### src/rtl/sprite_plotter.sv
// Sprite plotter: scans a 16x16 key sprite from the ROM, realigns the ROM colour
// with its screen coordinates and emits clipped, colour-keyed VGA pixel writes.
module sprite_plotter #(
  parameter int unsigned ROM_LAT     = 2,
  parameter logic [2:0]  TRANSPARENT = 3'b000,
  parameter int unsigned SCR_W       = 160,
  parameter int unsigned SCR_H       = 120
) (
  input  logic       clock,
  input  logic       reset,
  input  logic       start,
  input  logic [7:0] locx,
  input  logic [7:0] locy,
  input  logic [1:0] key_id,
  input  logic [2:0] frame,
  input  logic [2:0] colour_in,
  output logic [3:0] i,
  output logic [5:0] j,
  output logic [2:0] id,
  output logic [1:0] id2,
  output logic [7:0] x,
  output logic [6:0] y,
  output logic [2:0] colour,
  output logic       plot,
  output logic       busy,
  output logic       done
);

  // The x/y/colour output register is the final stage of the ROM_LAT-deep line.
  localparam int unsigned DLY        = ROM_LAT - 1;
  localparam logic [8:0]  SCR_W9     = 9'(SCR_W);
  localparam logic [8:0]  SCR_H9     = 9'(SCR_H);
  localparam logic [3:0]  DRAIN_LAST = 4'(ROM_LAT - 1);

  typedef enum logic [1:0] {
    ST_IDLE  = 2'd0,
    ST_SCAN  = 2'd1,
    ST_DRAIN = 2'd2,
    ST_FIN   = 2'd3
  } state_t;

  state_t     state_r;
  state_t     next_state_s;
  logic [7:0] loc_x_r;
  logic [7:0] loc_y_r;
  logic [3:0] drain_cnt_r;
  logic       scan_last_s;
  logic       push_v_s;
  logic [8:0] push_x_s;
  logic [8:0] push_y_s;
  logic       pix_ok_s;
  logic       pipe_v_r [DLY];
  logic [8:0] pipe_x_r [DLY];
  logic [8:0] pipe_y_r [DLY];

  assign scan_last_s = (i == 4'd15) && (j == 6'd15);
  assign push_v_s    = (state_r == ST_SCAN);
  assign push_x_s    = {1'b0, loc_x_r} + {5'b0_0000, i};
  assign push_y_s    = {1'b0, loc_y_r} + {3'b000, j};

  // State register.
  always_ff @(posedge clock or posedge reset) begin
    if (reset) begin
      state_r <= ST_IDLE;
    end else begin
      state_r <= next_state_s;
    end
  end

  // Next-state logic.
  always_comb begin
    next_state_s = state_r;
    case (state_r)
      ST_IDLE: begin
        if (start) next_state_s = ST_SCAN;
        else       next_state_s = ST_IDLE;
      end
      ST_SCAN: begin
        if (scan_last_s) next_state_s = ST_DRAIN;
        else             next_state_s = ST_SCAN;
      end
      ST_DRAIN: begin
        if (drain_cnt_r == DRAIN_LAST) next_state_s = ST_FIN;
        else                           next_state_s = ST_DRAIN;
      end
      ST_FIN:  next_state_s = ST_IDLE;
      default: next_state_s = ST_IDLE;
    endcase
  end

  // Request latch, ROM address scan and drain counter.
  always_ff @(posedge clock or posedge reset) begin
    if (reset) begin
      loc_x_r     <= 8'd0;
      loc_y_r     <= 8'd0;
      id          <= 3'd0;
      id2         <= 2'd0;
      i           <= 4'd0;
      j           <= 6'd0;
      drain_cnt_r <= 4'd0;
    end else begin
      case (state_r)
        ST_IDLE: begin
          if (start) begin
            loc_x_r <= locx;
            loc_y_r <= locy;
            id      <= frame;
            id2     <= key_id;
            i       <= 4'd0;
            j       <= 6'd0;
          end
          drain_cnt_r <= 4'd0;
        end
        ST_SCAN: begin
          i <= i + 4'd1;
          if (scan_last_s)      j <= 6'd0;
          else if (i == 4'd15)  j <= j + 6'd1;
          else                  j <= j;
          drain_cnt_r <= 4'd0;
        end
        ST_DRAIN: drain_cnt_r <= drain_cnt_r + 4'd1;
        default:  drain_cnt_r <= 4'd0;
      endcase
    end
  end

  // Coordinate delay line matching the ROM read latency.
  always_ff @(posedge clock or posedge reset) begin
    if (reset) begin
      for (int k = 0; k < DLY; k++) begin
        pipe_v_r[k] <= 1'b0;
        pipe_x_r[k] <= 9'd0;
        pipe_y_r[k] <= 9'd0;
      end
    end else begin
      pipe_v_r[0] <= push_v_s;
      pipe_x_r[0] <= push_x_s;
      pipe_y_r[0] <= push_y_s;
      for (int k = 1; k < DLY; k++) begin
        pipe_v_r[k] <= pipe_v_r[k-1];
        pipe_x_r[k] <= pipe_x_r[k-1];
        pipe_y_r[k] <= pipe_y_r[k-1];
      end
    end
  end

  // Visibility test on the 9-bit sums, so off-screen pixels never wrap back on.
  always_comb begin
    pix_ok_s = 1'b0;
    if (pipe_v_r[DLY-1] && (pipe_x_r[DLY-1] < SCR_W9) &&
        (pipe_y_r[DLY-1] < SCR_H9) && (colour_in != TRANSPARENT)) begin
      pix_ok_s = 1'b1;
    end else begin
      pix_ok_s = 1'b0;
    end
  end

  // Registered VGA write and status outputs.
  always_ff @(posedge clock or posedge reset) begin
    if (reset) begin
      x      <= 8'd0;
      y      <= 7'd0;
      colour <= 3'd0;
      plot   <= 1'b0;
      busy   <= 1'b0;
      done   <= 1'b0;
    end else begin
      plot <= pix_ok_s;
      if (pix_ok_s) begin
        x      <= pipe_x_r[DLY-1][7:0];
        y      <= pipe_y_r[DLY-1][6:0];
        colour <= colour_in;
      end
      busy <= (next_state_s == ST_SCAN) || (next_state_s == ST_DRAIN);
      done <= (next_state_s == ST_FIN);
    end
  end

endmodule
### config.mk
export PLATFORM = sky130hd
export DESIGN_NAME = sprite_plotter
export DESIGN_NICKNAME = d
export VERILOG_FILES = /design/src/rtl/sprite_plotter.sv
export SDC_FILE = /design/constraint.sdc
export NUM_CORES = 1
export LEC_CHECK = 0
export BUFFER_PORTS_ARGS = -buffer_cell sky130_fd_sc_hd__buf_2
export CAP_MARGIN = 20
export CORE_ASPECT_RATIO = 0.7
export CORE_MARGIN = 1
export CORE_UTILIZATION = 50
export DETAILED_ROUTE_END_ITERATION = 12
export PLACE_DENSITY = 0.76
export SETUP_SLACK_MARGIN = 0.05
export SLEW_MARGIN = 20
export SYNTH_ARGS = -nofsm -noshare
export SYNTH_HDL_FRONTEND = slang
export SYNTH_SLANG_ARGS = --single-unit
### constraint.sdc
create_clock -name clock -period 2.1 [get_ports clock]
set_input_delay 0.21 -clock clock [delete_from_list [all_inputs] [get_ports clock]]
set_output_delay 0.21 -clock clock [all_outputs]
set_load 0.005 [all_outputs]
==> flow_summary.toml <==
[drt]
routed_wl_um = 6290
route.vias.total = 2352
first_iter_violations = 123
via_per_inst = 4.98
ant_nets = 0
dr.pass1.iters = 4
drc = 0
post_drt_wl_per_cell_um = 13.3

[cells_and_area]
mostFrequentLayoutCells = "dfrtp_1, nand2_1, buf_2, nor2_1, ha_1"
final_area_um2 = 4090
drive_above_1_share_pct = 27.8
diodes = 0
layout_commonest_cell = "dfrtp_1"
fin_nets = 420
area_growth_pct = 20.8

[cts]
clock_latency_ns = 0.34
cts_tree = "yes"
cts_max_level = 3
cts_buffers = 9
clock-sinks = 77
cts_root_buf = "clkbuf_8"
clockBufferDepth = 2
cts_setup_buffers = 0
path_clk_slew_ns = 0.08

[synth]
yosys-top-cells-area = "dfrtp_1, nand2_1, ha_1, mux2_4, mux2_2"
synth_top_flop_cell = "dfrtp_1"
syn-cell-area_um2 = 3390
syn_nets = 347
synth-seq-cells = 77
synth-edff-count = 0
yosysSeqAreaShare_pct = 56.9
synthArstFlopShare_pct = 100
synth_cells = 303
synth.avg_cell_area_um2 = 11.2
ys_warn_count = 0
synth_top_area_share_pct = 56.9
yosys.area.top_type = "dfrtp_1"
synth.distinct_cells = 36

[timing]
tightest_slew_ns = 0.504
hold_viol = 0
setup_viol = 0
tns_ns = 0
skew_ns = 0.0122
setup_ws_ns = 0.216
finalCritPeriodShare_pct = 89.7
fmax_mhz = 531
report.final.slew_viol_count = 0
min_period_ns = 1.88
relSlewSlack_pct = 65.5
rsz0062_at_grt = "no"

[setup_path]
cp.arrival_ns = 2.10
path_cells = "ha_1, fa_1, a21o_1, a21oi_2, nor2_1, xor2_1"
path_delay_family = "adder cells"
path_max_fanout = 6
r2r_cells = 6
slowest_stage = "dfrtp_2"
cp-startpoint = "i[0]"
r2r_slack_ns = 0.22
r2r_end = "pipe_x_r[6]"
cp.depth = 6
cpPeakStageDelay_ns = 0.45
path_class = "reg2reg"
cp-end-kind = "flop"
reg2reg_from = "i[0]"
cp.buffers_inverters = 0
critPathCapture = "pipe_x_r[6]"
worst_ep_required_time_ns = 2.32
cp-start-kind = "flop"

[global_routing]
use_met2_pct = 32.5
top_usage_layer = "met2"
grt_use_total_pct = 19.9
met1_usage_pct = 26.6
grt_max_degree = 78
grt_pass1_wl_um = 11000
grtUsageMet3_pct = 5.93
grt_pass1_vias = 2380
overflow = 0
antenna_found_initial = 0

[hold_path]
hold_class = "in2reg"

[status]
outcome = "finished clean"

[die]
rows = 24
initial_core_util_pct = 53.0
io_pins = 63
core_um2 = 6400
die_y_um = 70.9
die_w_um = 100
die_area_um2 = 7110

[power_and_ir_drop]
cellPowerDensity_nw_per_um2 = 818
ir_worst_vdd_uv = 410
leakagePower_nw = 2.05

[place]
dpl-instance-area_um2 = 3830
dp_slack_ns = 0.128
dp_hpwl_um = 4520
place.gp.congestion = 0.828
io_buffers = 62

[flow_run]
drv_cap = 0
[registers in the layout, indices dropped and copies added, names as in the netlist, 2 cells and up]
register	cells
loc_y_r	8
i	4
drain_cnt_r	4
pipe_y_r	9
id	3
loc_x_r	8
state_r	2
j	6
y	7
pipe_x_r	9
x	8
id2	2
colour	3
[power by group]
part           total, W  internal (W)  switching [W]
Sequential      0.00166       0.00160      0.0000601
Clock           0.00136      0.000827       0.000531
Combinational  0.000331      0.000188       0.000143
[timing repair]
item                                   in CTS  in global routing
hold buffers                                1                  0
setup endpoints to repair                   0                  6
endpoints found under the hold margin       4                  0
gates resized for setup                     0                  4
[area by class of cell]
class | instances | area, um^2
Clock buffer | 11 | 141
Clock inverter | 5 | 106
Fill cell | 544 | 2300
Inverter | 12 | 48.8
Multi-Input combinational cell | 207 | 1380
Sequential cell | 77 | 1930
Tap cell | 91 | 114
Timing Repair Buffer | 69 | 378
[Yosys cell counts (6+ instances only)]
master	number
ha_1	15
a21oi_1	6
o21ai_0	16
dfrtp_1	77
mux2_4	9
inv_1	12
nand2_1	70
clkbuf_1	6
mux2_2	9
xnor2_1	10
nor2_1	18
nand3_1	10
[cell families (layout without fill, tap and decap cells)]
kind of cell	count (synthesis)	after routing	synth area share (%)
muxes	20	20	7.57
and+or+nand+nor	117	117	15.4
DFF	77	77	56.9
adders and majority gates	17	17	6.72
xor gates and xnor gates	14	14	3.62
AOI/OAI and AO/OA	39	39	7.20
buffers and inverters	19	97	2.59
[stage by stage]
step | cells | power [W] | hold WS, ns | utilization [%]
floorplan | 303 | 0.00188 | 0.315 | -
global placement | 455 | 0.00201 | 0.348 | 59.9
detailed placement | 455 | 0.00202 | 0.356 | 59.9
CTS | 472 | 0.00338 | 0.0454 | 63.9
global route | 472 | 0.00349 | 0.0443 | 64.0
finish | 472 | 0.00335 | 0.0549 | 64.0
[layer usage]
| layer | wire (um) | vias up |
|---|---|---|
| met5 | 0 | - |
| met3 | 271 | 2 |
| met4 | 22 | 0 |
| li1 | - | 1168 |
| met2 | 2940 | 56 |
| met1 | 3050 | 1126 |
[worst min path at each step]
| stage | start | to | slack [ns] | cells past startpoint |
|---|---|---|---|---|
| 2_1_floorplan | key_id[0] | id2[0] | 0.32 | 2 |
| 3_3_place_gp | reset | y[2] | 0.35 | 3 |
| 5_1_grt | locx[3] | loc_x_r[3] | 0.04 | 3 |
| 3_5_place_dp | reset | y[3] | 0.36 | 3 |
| 4_1_cts | locx[2] | loc_x_r[2] | 0.05 | 3 |
| 6_report | locx[2] | loc_x_r[2] | 0.05 | 3 |
[tightest hold or removal path, delay by kind of cell]
family	cells	cell delay (ns)
and+or+nand+nor	2	0.08
buffers and inverters	1	0.07
Note: power is estimated with default switching activity, not from simulation.
